===== config.mk =====
export PLATFORM = sky130hd
export DESIGN_NAME = axi4_lite_master
export DESIGN_NICKNAME = d
export VERILOG_FILES = /design/src/rtl/axi4_lite_pkg.sv /design/src/rtl/axi4_lite_master.sv
export SDC_FILE = /design/constraint.sdc
export NUM_CORES = 1
export LEC_CHECK = 0
export CORE_UTILIZATION = 35
export CTS_CLUSTER_SIZE = 10
export DETAILED_ROUTE_END_ITERATION = 12
export PLACE_DENSITY = 0.65
export SETUP_SLACK_MARGIN = 0.4
export SYNTH_ARGS = -nofsm -noshare
export SYNTH_HDL_FRONTEND = slang
export SYNTH_SLANG_ARGS = --single-unit

===== constraint.sdc =====
create_clock -name ACLK -period 9.2 [get_ports ACLK]
set_clock_uncertainty 0.15 [all_clocks]
set_input_delay 0.92 -clock ACLK [delete_from_list [all_inputs] [get_ports ACLK]]
set_output_delay 0.92 -clock ACLK [all_outputs]
set_load 0.02 [all_outputs]

===== src/rtl/axi4_lite_pkg.sv =====
// Shared AXI4-Lite definitions: response codes and master FSM states.
// The register slave is meant to import this package too.
package axi4_lite_pkg;

  localparam logic [1:0] RESP_OKAY   = 2'b00;
  localparam logic [1:0] RESP_EXOKAY = 2'b01;
  localparam logic [1:0] RESP_SLVERR = 2'b10;
  localparam logic [1:0] RESP_DECERR = 2'b11;

  typedef enum logic [2:0] {
    StIdle   = 3'd0,
    StWrReq  = 3'd1,
    StWrResp = 3'd2,
    StRdAddr = 3'd3,
    StRdData = 3'd4
  } master_state_e;

endpackage


===== src/rtl/axi4_lite_master.sv =====
// Command-driven single-outstanding AXI4-Lite master; every AXI output is registered.
// A slave that never answers stalls the master forever (no timeout by design).
module axi4_lite_master
  import axi4_lite_pkg::*;
#(
  parameter int unsigned ADDRESS    = 32,
  parameter int unsigned DATA_WIDTH = 32
) (
  input  logic                  ACLK,
  input  logic                  ARESET,
  input  logic                  cmd_valid,
  output logic                  cmd_ready,
  input  logic                  cmd_write,
  input  logic [ADDRESS-1:0]    cmd_addr,
  input  logic [DATA_WIDTH-1:0] cmd_wdata,
  input  logic [3:0]            cmd_wstrb,
  output logic                  rsp_valid,
  output logic [DATA_WIDTH-1:0] rsp_rdata,
  output logic [1:0]            rsp_resp,
  output logic                  rsp_write,
  output logic [ADDRESS-1:0]    M_AWADDR,
  output logic                  M_AWVALID,
  input  logic                  M_AWREADY,
  output logic [DATA_WIDTH-1:0] M_WDATA,
  output logic [3:0]            M_WSTRB,
  output logic                  M_WVALID,
  input  logic                  M_WREADY,
  input  logic [1:0]            M_BRESP,
  input  logic                  M_BVALID,
  output logic                  M_BREADY,
  output logic [ADDRESS-1:0]    M_ARADDR,
  output logic                  M_ARVALID,
  input  logic                  M_ARREADY,
  input  logic [DATA_WIDTH-1:0] M_RDATA,
  input  logic [1:0]            M_RRESP,
  input  logic                  M_RVALID,
  output logic                  M_RREADY
);

  master_state_e         r_state;
  logic                  r_cmd_ready;
  logic                  r_aw_done;
  logic                  r_w_done;
  logic [ADDRESS-1:0]    r_awaddr;
  logic                  r_awvalid;
  logic [DATA_WIDTH-1:0] r_wdata;
  logic [3:0]            r_wstrb;
  logic                  r_wvalid;
  logic                  r_bready;
  logic [ADDRESS-1:0]    r_araddr;
  logic                  r_arvalid;
  logic                  r_rready;
  logic                  r_rsp_valid;
  logic [DATA_WIDTH-1:0] r_rsp_rdata;
  logic [1:0]            r_rsp_resp;
  logic                  r_rsp_write;

  // Include this cycle's handshake so simultaneous AW/W completion is seen at once.
  logic w_aw_done;
  logic w_w_done;
  assign w_aw_done = r_aw_done | (r_awvalid & M_AWREADY);
  assign w_w_done  = r_w_done  | (r_wvalid  & M_WREADY);

  always_ff @(posedge ACLK or posedge ARESET) begin
    if (ARESET) begin
      r_state     <= StIdle;
      r_cmd_ready <= 1'b0;
      r_aw_done   <= 1'b0;
      r_w_done    <= 1'b0;
      r_awaddr    <= '0;
      r_awvalid   <= 1'b0;
      r_wdata     <= '0;
      r_wstrb     <= '0;
      r_wvalid    <= 1'b0;
      r_bready    <= 1'b0;
      r_araddr    <= '0;
      r_arvalid   <= 1'b0;
      r_rready    <= 1'b0;
      r_rsp_valid <= 1'b0;
      r_rsp_rdata <= '0;
      r_rsp_resp  <= '0;
      r_rsp_write <= 1'b0;
    end else begin
      r_rsp_valid <= 1'b0;
      case (r_state)
        StIdle: begin
          // cmd_ready comes up one cycle after reset release, then stays up while idle.
          if (!r_cmd_ready) begin
            r_cmd_ready <= 1'b1;
          end else if (cmd_valid) begin
            r_cmd_ready <= 1'b0;
            if (cmd_write) begin
              r_awaddr  <= cmd_addr;
              r_wdata   <= cmd_wdata;
              r_wstrb   <= cmd_wstrb;
              r_awvalid <= 1'b1;
              r_wvalid  <= 1'b1;
              r_aw_done <= 1'b0;
              r_w_done  <= 1'b0;
              r_state   <= StWrReq;
            end else begin
              r_araddr  <= cmd_addr;
              r_arvalid <= 1'b1;
              r_state   <= StRdAddr;
            end
          end
        end
        StWrReq: begin
          if (r_awvalid && M_AWREADY) r_awvalid <= 1'b0;
          if (r_wvalid && M_WREADY)   r_wvalid  <= 1'b0;
          r_aw_done <= w_aw_done;
          r_w_done  <= w_w_done;
          if (w_aw_done && w_w_done) begin
            r_bready  <= 1'b1;
            r_aw_done <= 1'b0;
            r_w_done  <= 1'b0;
            r_state   <= StWrResp;
          end
        end
        StWrResp: begin
          if (M_BVALID && r_bready) begin
            r_bready    <= 1'b0;
            r_rsp_resp  <= M_BRESP;
            r_rsp_write <= 1'b1;
            r_rsp_valid <= 1'b1;
            r_cmd_ready <= 1'b1;
            r_state     <= StIdle;
          end
        end
        StRdAddr: begin
          if (r_arvalid && M_ARREADY) begin
            r_arvalid <= 1'b0;
            r_rready  <= 1'b1;
            r_state   <= StRdData;
          end
        end
        StRdData: begin
          if (M_RVALID && r_rready) begin
            r_rready    <= 1'b0;
            r_rsp_rdata <= M_RDATA;
            r_rsp_resp  <= M_RRESP;
            r_rsp_write <= 1'b0;
            r_rsp_valid <= 1'b1;
            r_cmd_ready <= 1'b1;
            r_state     <= StIdle;
          end
        end
        default: begin
          r_state     <= StIdle;
          r_cmd_ready <= 1'b0;
          r_awvalid   <= 1'b0;
          r_wvalid    <= 1'b0;
          r_bready    <= 1'b0;
          r_arvalid   <= 1'b0;
          r_rready    <= 1'b0;
          r_aw_done   <= 1'b0;
          r_w_done    <= 1'b0;
        end
      endcase
    end
  end

  assign cmd_ready = r_cmd_ready;
  assign rsp_valid = r_rsp_valid;
  assign rsp_rdata = r_rsp_rdata;
  assign rsp_resp  = r_rsp_resp;
  assign rsp_write = r_rsp_write;
  assign M_AWADDR  = r_awaddr;
  assign M_AWVALID = r_awvalid;
  assign M_WDATA   = r_wdata;
  assign M_WSTRB   = r_wstrb;
  assign M_WVALID  = r_wvalid;
  assign M_BREADY  = r_bready;
  assign M_ARADDR  = r_araddr;
  assign M_ARVALID = r_arvalid;
  assign M_RREADY  = r_rready;

endmodule


==> results.json, run 1 <==
{
  "design_area_mm2": 0.00910,
  "drc": 0,
  "totalPowerFinal_mw": 3.34,
  "clockPowerShare_pct": 19.3,
  "grt_max_degree": 82,
  "cts_hold_buf": 0,
  "post_cts_buffers": 0,
  "crit_arrival_ns": 2.78,
  "root_buffer": "clkbuf_16",
  "num-fill-cells": 1369,
  "ant_nets": 0,
  "outcome": "finished, final reports clean",
  "ys.flop_type": "dfrtp_1",
  "die_area_mm2": 0.0174,
  "yosysSeqAreaShare_pct": 62.4,
  "cts_buffers": 17,
  "period_minus_slack_ns": 2.64,
  "worst_slew_margin_rel_pct": 31.9,
  "wl_per_cell_um": 16.7,
  "drtPass1Iterations": 4,
  "synth.avg_cell_area_um2": 16.1,
  "ir_drop_v": 0.000184,
  "drive_above_1_share_pct": 16.7,
  "place_area_mm2": 0.00854,
  "ios": 255,
  "crit_type": "input pin to flip-flop",
  "multi_input_area_mm2": 0.00201,
  "grt_pass1_vias": 4373,
  "die_y_um": 132,
  "antenna_cells": 0,
  "drt_iter0_markers": 150,
  "start_kind": "input pin",
  "floorplan.initialDensity_pct": 35.7,
  "clockBufferDepth": 2,
  "setup-violations-final": 0,
  "finalWirelength_mm": 14.3,
  "rsz0062_at_grt": "false",
  "synthToLayoutAreaGrowth_pct": 54.4,
  "powerDensity_mw_per_mm2": 367,
  "hp-class": "flip-flop to flip-flop",
  "finalHoldViolCount": 0,
  "vias": 4000,
  "yosysWarnings": 0,
  "clock_sinks": 147,
  "pwr-share-comb_pct": 46.5,
  "syn_inst": 365,
  "nNetsFinal": 736,
  "fin_cells": 856,
  "power_leakage_nw": 4.02,
  "cts_tree": "yes",
  "cp.required_ns": 9.34,
  "netlist_area_mm2": 0.00589,
  "fmax_mhz": 379,
  "synth.largest_area_cell": "dfrtp_1",
  "cp_max_fo": 70,
  "drv_slew": 0,
  "place_inst": 824,
  "yosysMostFrequentCell": "dfrtp_1",
  "synth_area_leaders": "dfrtp_1 (62%), mux2_1 (13%), mux2_2 (7.3%), mux2_4 (7.1%), buf_6 (1.7%)",
  "coreArea_mm2": 0.0165,
  "min_period_over_period_pct": 28.7,
  "die-width_um": 132,
  "core.rowCount": 47,
  "maxCapViolations": 0,
  "clk_pin_slew_ns": 0.06,
  "place_hpwl_mm": 10.1,
  "switchingPower_mw": 1.19,
  "post_cts_resized": 0,
  "drt-vias-per-instance": 4.67,
  "seq_area_mm2": 0.00368,
  "synth-seq-cells": 147,
  "io_buffer_count": 254,
  "synthTopCellsByCount": "dfrtp_1 (147), mux2_1 (70), mux2_2 (38)",
  "worst_pin_slew_ns": 1.02,
  "clk_latency_ns": 0.41,
  "switching_share_pct": 35.6,
  "h-tree-depth": 4,
  "gp_congestion": 0.820,
  "syn_nets": 478,
  "end_kind": "flip-flop",
  "power_frac_seq_pct": 34.2,
  "synth_enable_flop_cells": 0,
  "synth.distinct_cells": 35,
  "antenna_found_initial": 0,
  "fin_tns_setup_ns": 0,
  "async_reset_ff_share_pct": 100,
  "synth.top_cell.area_share_pct": 62.4,
  "grt_first_pass_wirelength_mm": 23.3,
  "whs_ns": 0.339,
  "track_usage_pct": 17.4,
  "p_int_mw": 2.15,
  "globalRoute.totalOverflow": 0
}
[final timing paths]
check | cells past startpoint | slack (ns) | start | to
hold / removal | 1 | 0.34 | M_WSTRB[0] | M_WSTRB[0]
max in group asynchronous | 3 | 6.66 | ARESET | M_ARADDR[21]
hold reg to reg | 1 | 0.34 | M_WSTRB[0] | M_WSTRB[0]
min in group asynchronous | 2 | 0.86 | ARESET | M_WDATA[19]
setup reg to reg | 4 | 6.73 | r_state[2] | M_WDATA[27]
setup / recovery | 4 | 6.56 | cmd_valid | M_WDATA[27]
[critical path, cell delays in order]
cell	delay, ns
clkdlybuf4s50_1	0.50
and3_4	0.22
nand2_4	0.47
mux2_1	0.56
[cell families (layout without fill, tap and decap cells)]
group | after synthesis | after routing | synth area share (%)
buffers and inverters | 20 | 291 | 3.42
and+or+nand+nor | 40 | 40 | 4.03
muxes | 136 | 136 | 27.8
AOI/OAI and AO/OA | 22 | 22 | 2.36
DFF | 147 | 147 | 62.4
[registers in the layout, summed over array words and instances (netlist names)]
name / count
M_WDATA: 32
M_RREADY: 1
rsp_rdata: 32
M_ARVALID: 1
r_aw_done: 1
r_w_done: 1
rsp_write: 1
M_WVALID: 1
M_AWVALID: 1
cmd_ready: 1
rsp_valid: 1
M_WSTRB: 4
r_state: 3
rsp_resp: 2
M_BREADY: 1
M_AWADDR: 32
M_ARADDR: 32
[area by class of cell]
type / count / share of cell area [%]
flip-flops and latches: 147 / 40.4
repair buffers: 256 / 28.1
multi-input cells: 198 / 22.1
clock buffers: 18 / 4.83
well taps: 220 / 3.02
clock inverters: 14 / 1.32
inverters: 3 / 0.179
[cell usage in the layout (no fill, tap or decap), types with 4 or more instances in the layout]
master	synthesis	layout
mux2_2	38	38
inv_6	0	7
clkbuf_16	0	17
mux2_4	28	28
dfrtp_1	147	147
nand3_1	4	4
nor2b_1	4	4
o21ai_0	6	6
a21oi_1	7	7
nand2_1	12	12
mux2_1	70	70
clkinvlp_4	0	4
clkdlybuf4s50_1	0	254
nor2_1	5	5
[per-layer routing]
layer / up-vias / GRT usage [%] / share of wire (%)
met5: - / 0 / 0
met4: 0 / 7.43 / 2.3
met3: 23 / 6.38 / 7.2
met2: 175 / 28.8 / 49
met1: 1992 / 20.3 / 42
li1: 1810 / - / -
[power by group through the flow]
stage          clock, mW  sequential, mW  combinational (mW)
4_1_cts            0.666            1.15                1.58
3_3_place_gp           0            1.14                1.55
6_report           0.645            1.14                1.55
2_1_floorplan          0            1.51               0.442
5_1_grt            0.694            1.19                1.64
3_5_place_dp           0            1.16                1.57
[per-stage QoR]
stage	util, %	setup slack (ns)
finish	55.1	6.56
global route	55.1	6.37
CTS	55.1	6.57
detailed placement	51.7	6.12
global placement	51.7	6.17
floorplan	-	4.18
Power figures use the tool's default switching activity.
==> run 2, diff against run 1 <==
- PLACE_DENSITY: 0.65 -> 0.68
- clock period: 9.2 -> 2.2 ns (I/O delays scaled with it)
==> run 2 against run 1 <==
Against the previous run: clock power rose to 4.7 times the previous value; register-to-register slack got worse by 6.3 ns; final area rose by 5.2%; global-route usage fell by 0.31 points; first-iteration DRC count rose by 8.0%; sequential share of layout area fell by 2.0 points; combinational power rose to 4.3 times the previous value; core utilization rose by 2.9 points; cell count rose by 2.3%.
==> results.json, run 2 (synthesis results as in run 1) <==
{
  "outcome": "finished, final reports clean",
  "die-width_um": 132,
  "cp.required_ns": 2.34,
  "antenna_cells": 0,
  "p_int_mw": 9.56,
  "dp_slack_ns": 0.292,
  "use_met1_pct": 20.2,
  "ir_drop_v": 0.000672,
  "cpMaxStageDelayCell": "dfrtp_2",
  "crit_arrival_ns": 1.95,
  "rsz0062_at_grt": "true",
  "cts_hold_buf": 0,
  "die_area_mm2": 0.0174,
  "drt-vias-per-instance": 4.70,
  "coreArea_mm2": 0.0165,
  "worst-r2r-cell-count": 5,
  "fmax_mhz": 554,
  "grt-busiest-layer": "met2",
  "clk_latency_ns": 0.41,
  "grt_pass1_vias": 4299,
  "pwr-share-comb_pct": 46.3,
  "cp_max_fo": 17,
  "design_area_mm2": 0.00958,
  "core.rowCount": 47,
  "hp-class": "input pin to asynchronous set/reset pin",
  "period_minus_slack_ns": 1.81,
  "drc": 0,
  "drtPass1Iterations": 4,
  "powerDensity_mw_per_mm2": 1520,
  "place_area_mm2": 0.00868,
  "root_buffer": "clkbuf_16",
  "finalWirelength_mm": 15.0,
  "io_buffer_count": 254,
  "place_hpwl_mm": 10.1,
  "place_inst": 831,
  "fin_cells": 876,
  "clk_pin_slew_ns": 0.06,
  "use_met2_pct": 28.8,
  "antenna_found_initial": 0,
  "final_util_pct": 57.9,
  "start_kind": "flip-flop",
  "gp_congestion": 0.813,
  "final_common_cell": "clkdlybuf4s50_1",
  "track_usage_pct": 17.1,
  "floorplan.initialDensity_pct": 35.7,
  "cts_buffers": 17,
  "synthToLayoutAreaGrowth_pct": 62.5,
  "h-tree-depth": 4,
  "ant_nets": 0,
  "clockBufferDepth": 2,
  "cp_slowest_stage_delay_ns": 0.48,
  "switchingPower_mw": 4.96,
  "ff2ff_setup_slack_ns": 0.39,
  "switching_share_pct": 34.2,
  "grt_max_degree": 86,
  "r2r_start": "r_state[2]",
  "drt_iter0_markers": 162,
  "fin_ws_ns": 0.395,
  "vias": 4120,
  "drv_slew": 0,
  "grt_first_pass_wirelength_mm": 23.2,
  "setup-violations-final": 0,
  "crit_chain": "nor2b_4 -> and3_4 -> nand2_8 -> buf_12 -> mux2_1",
  "finalHoldViolCount": 0,
  "met3_usage_pct": 5.65,
  "wl_per_cell_um": 17.1,
  "power_leakage_nw": 4.62,
  "drive_above_1_share_pct": 20.9,
  "num-fill-cells": 1307,
  "min_period_over_period_pct": 82.1,
  "ios": 255,
  "reg2reg_to": "M_AWADDR[4]",
  "clock_sinks": 147,
  "layout_common_cells": "clkdlybuf4s50_1 (217), dfrtp_1 (145), mux2_1 (62)",
  "maxCapViolations": 0,
  "nNetsFinal": 756,
  "worst_slew_margin_rel_pct": 68.3,
  "globalRoute.totalOverflow": 0,
  "power_frac_seq_pct": 32.8,
  "clockPowerShare_pct": 20.9,
  "die_y_um": 132,
  "worst_pin_slew_ns": 0.476,
  "cts_tree": "yes",
  "crit_type": "flip-flop to flip-flop",
  "end_kind": "flip-flop"
}
-- run 2: worst max path at each step --
| stage | start | to | slack (ns) | depth (start not counted) |
|---|---|---|---|---|
| after floorplan | ARESET | M_ARADDR[0] | -0.02 | 1 |
| final | r_state[2] | M_AWADDR[4] | 0.39 | 5 |
| after detailed placement | r_state[1] | rsp_resp[0] | 0.29 | 4 |
| after global placement | cmd_write | M_ARADDR[29] | 0.37 | 4 |
| after global routing | r_state[2] | M_AWADDR[12] | 0.36 | 5 |
| after CTS | r_state[2] | rsp_rdata[12] | 0.40 | 5 |
-- run 2: power groups by stage --
stage,clock network [mW],registers (mW),logic [mW]
finish,3.04,4.76,6.72
floorplan,0,6.30,1.85
global route,3.22,4.94,7.06
global placement,0,4.75,6.53
detailed placement,0,4.82,6.62
CTS,3.12,4.78,6.66
-- run 2: layout make-up --
cell class,count,area (um^2),share of cell area [%]
Sequential cell,147,3680,38.4
Timing Repair Buffer,276,2910,30.4
Multi-Input combinational cell,198,2070,21.6
Clock buffer,20,447,4.66
Tap cell,220,275,2.87
Clock inverter,12,179,1.87
Inverter,3,15.0,0.157
-- run 2: metrics by stage --
step / TNS (ns) / hold WS (ns) / total power [mW]
2_1_floorplan: -2.50 / 0.202 / 8.15
3_3_place_gp: 0 / 0.318 / 11.3
3_5_place_dp: 0 / 0.329 / 11.4
4_1_cts: 0 / 0.147 / 14.6
5_1_grt: 0 / 0.181 / 15.2
6_report: 0 / 0.135 / 14.5
-- run 2: routing by layer --
metal	vias to the layer above	share of wire (%)
met5	-	0
met3	17	6.4
met2	157	51
met1	2092	41
li1	1854	-
met4	0	1.6
-- run 2: repair_timing --
action	in CTS	in global routing
setup endpoints to repair	143	139
setup buffers	4	4
pin swaps	1	0
gates cloned	1	4
resized for setup	16	38
-- run 2: critical path: cells and delay by family (launching register included) --
family                 cells  cell delay (ns)
muxes                      1             0.33
and+or+nand+nor            3             0.51
buffers and inverters      1             0.20
DFF                        1             0.48
==> run 3, diff against run 2 <==
- PLACE_DENSITY: 0.68 -> 0.65
- clock period: 2.2 -> 1.7 ns (I/O delays scaled with it)
==> run 3 against run 2 <==
Against the previous run: count of clock-buffer cells in the layout did not move; the flow now finishes with violations (DRC, setup timing); flip-flop and latch count stayed put; combinational power grew 55%; worst hold slack gained 0.066 ns; sequential share of layout area shrank 3.1 points; power grew 43%; fmax is 1.9% higher; cell count rose by 9.1%.
==> results.json, run 3 (synthesis results as in run 1) <==
{
  "outcome": "complete, but fails checks",
  "violations": "DRC, setup timing",
  "floorplan.initialDensity_pct": 35.7,
  "grt_first_pass_wirelength_mm": 25.9,
  "gp_congestion": 0.860,
  "whs_ns": 0.202,
  "worst_slew_margin_rel_pct": 72.3,
  "die_y_um": 132,
  "grt_max_degree": 39,
  "drt_iter0_markers": 120,
  "p_int_mw": 13.5,
  "root_buffer": "clkbuf_16",
  "layout_common_cells": "dfrtp_1 (143), buf_6 (115), clkdlybuf4s50_1 (112)",
  "place_inst": 854,
  "grt_pass1_vias": 4711,
  "min_period_over_period_pct": 104,
  "dr_wl_met3_um": 924,
  "cp_num_cells": 6,
  "clockPowerShare_pct": 18.6,
  "setup-violations-final": 62,
  "wl_per_cell_um": 17.6,
  "end_kind": "flip-flop",
  "core.rowCount": 47,
  "drtPass1Iterations": 8,
  "ios": 255,
  "drive_above_1_share_pct": 52.9,
  "h-tree-depth": 4,
  "fin_tns_setup_ns": -2.11,
  "num-fill-cells": 1224,
  "fin_ws_ns": -0.0717,
  "maxCapViolations": 0,
  "place_hpwl_mm": 11.3,
  "powerDensity_mw_per_mm2": 1990,
  "rsz0062_at_grt": "true",
  "wl_met2_mm": 8.71,
  "holdPathStages": 2,
  "crit_path_frequent_cell": "buf_6",
  "switching_share_pct": 34.6,
  "cts_tree": "yes",
  "clk_pin_slew_ns": 0.06,
  "crit_chain": "buf_6 -> buf_6 -> nand2_4 -> nor2_4 -> buf_6 -> mux2_4",
  "cpMaxStageDelayCell": "dfrtp_1",
  "ant_nets": 0,
  "nNetsFinal": 836,
  "antenna_cells": 0,
  "cp_slowest_stage_delay_ns": 0.42,
  "io_buffer_count": 254,
  "clk_latency_ns": 0.41,
  "drt-vias-per-instance": 4.67,
  "start_kind": "flip-flop",
  "power_frac_seq_pct": 31.0,
  "vias": 4467,
  "fin_cells": 956,
  "crit_arrival_ns": 1.91,
  "crit_type": "flip-flop to flip-flop",
  "finalWirelength_mm": 16.9,
  "worst_pin_slew_ns": 0.414,
  "final_util_pct": 63.0,
  "fmax_mhz": 564,
  "drc": 1,
  "globalRoute.totalOverflow": 0,
  "pwr-share-comb_pct": 50.4,
  "period_minus_slack_ns": 1.77,
  "cp_top_family": "buffers and inverters",
  "hp-class": "input pin to flip-flop",
  "ir_drop_v": 0.00102,
  "switchingPower_mw": 7.18,
  "die-width_um": 132,
  "coreArea_mm2": 0.0165,
  "track_usage_pct": 19.1,
  "die_area_mm2": 0.0174,
  "antenna_found_initial": 0,
  "worst-r2r-cell-count": 6,
  "clock_sinks": 147,
  "clockBufferDepth": 2,
  "drt-met1-wl_mm": 6.93,
  "cp_num_buf_inv": 3,
  "cts_buffers": 17,
  "cp_max_fo": 8,
  "drv_slew": 0,
  "final_common_cell": "dfrtp_1",
  "top_layer": "met4",
  "dp_slack_ns": -0.119,
  "cp.required_ns": 1.84,
  "power_leakage_nw": 5.07,
  "finalHoldViolCount": 0,
  "synthToLayoutAreaGrowth_pct": 76.6
}
[run 3: layout make-up]
class,count,area (um^2),share of cell area [%]
inverters,3,15.0,0.144
well taps,220,275,2.64
repair buffers,356,3470,33.4
multi-input cells,198,2350,22.6
flip-flops and latches,147,3680,35.4
clock inverters,12,156,1.50
clock buffers,20,457,4.39
[run 3: routing by layer]
metal	vias up	track usage, %
li1	2007	-
met1	2270	22.6
met2	171	33.2
met3	19	5.69
met4	0	5.88
met5	-	0
[run 3: per-stage QoR]
step / power, mW / instance area [um^2]
3_3_place_gp: 15.1 / 9020
2_1_floorplan: 10.8 / 6060
4_1_cts: 18.5 / 9380
3_5_place_dp: 15.3 / 9020
6_report: 20.7 / 10400
5_1_grt: 21.7 / 10400
[run 3: timing repair]
action / CTS / global route
buffers inserted: 20 / 46
hold buffers: 1 / 0
hold endpoints to repair: 5 / 0
gates resized for setup: 667 / 195
setup endpoints to repair: 288 / 265
cloned: 0 / 3
pin swaps: 7 / 12
[run 3: power groups by stage]
stage / sequential [mW] / clock (mW) / combinational [mW]
floorplan: 8.17 / 0 / 2.64
global placement: 6.16 / 0 / 8.91
detailed placement: 6.25 / 0 / 9.03
CTS: 6.22 / 3.94 / 8.38
global route: 6.63 / 4.08 / 11.0
finish: 6.43 / 3.85 / 10.4
[run 3: final timing paths]
kind	start	to	slack [ns]
setup / recovery	r_state[2]	rsp_rdata[18]	-0.07
hold / removal	cmd_wdata[7]	M_WDATA[7]	0.20
setup reg to reg	r_state[2]	rsp_rdata[18]	-0.07
hold reg to reg	M_WDATA[28]	M_WDATA[28]	0.34
max in group asynchronous	ARESET	rsp_rdata[3]	0.79
min in group asynchronous	ARESET	M_ARADDR[31]	0.25
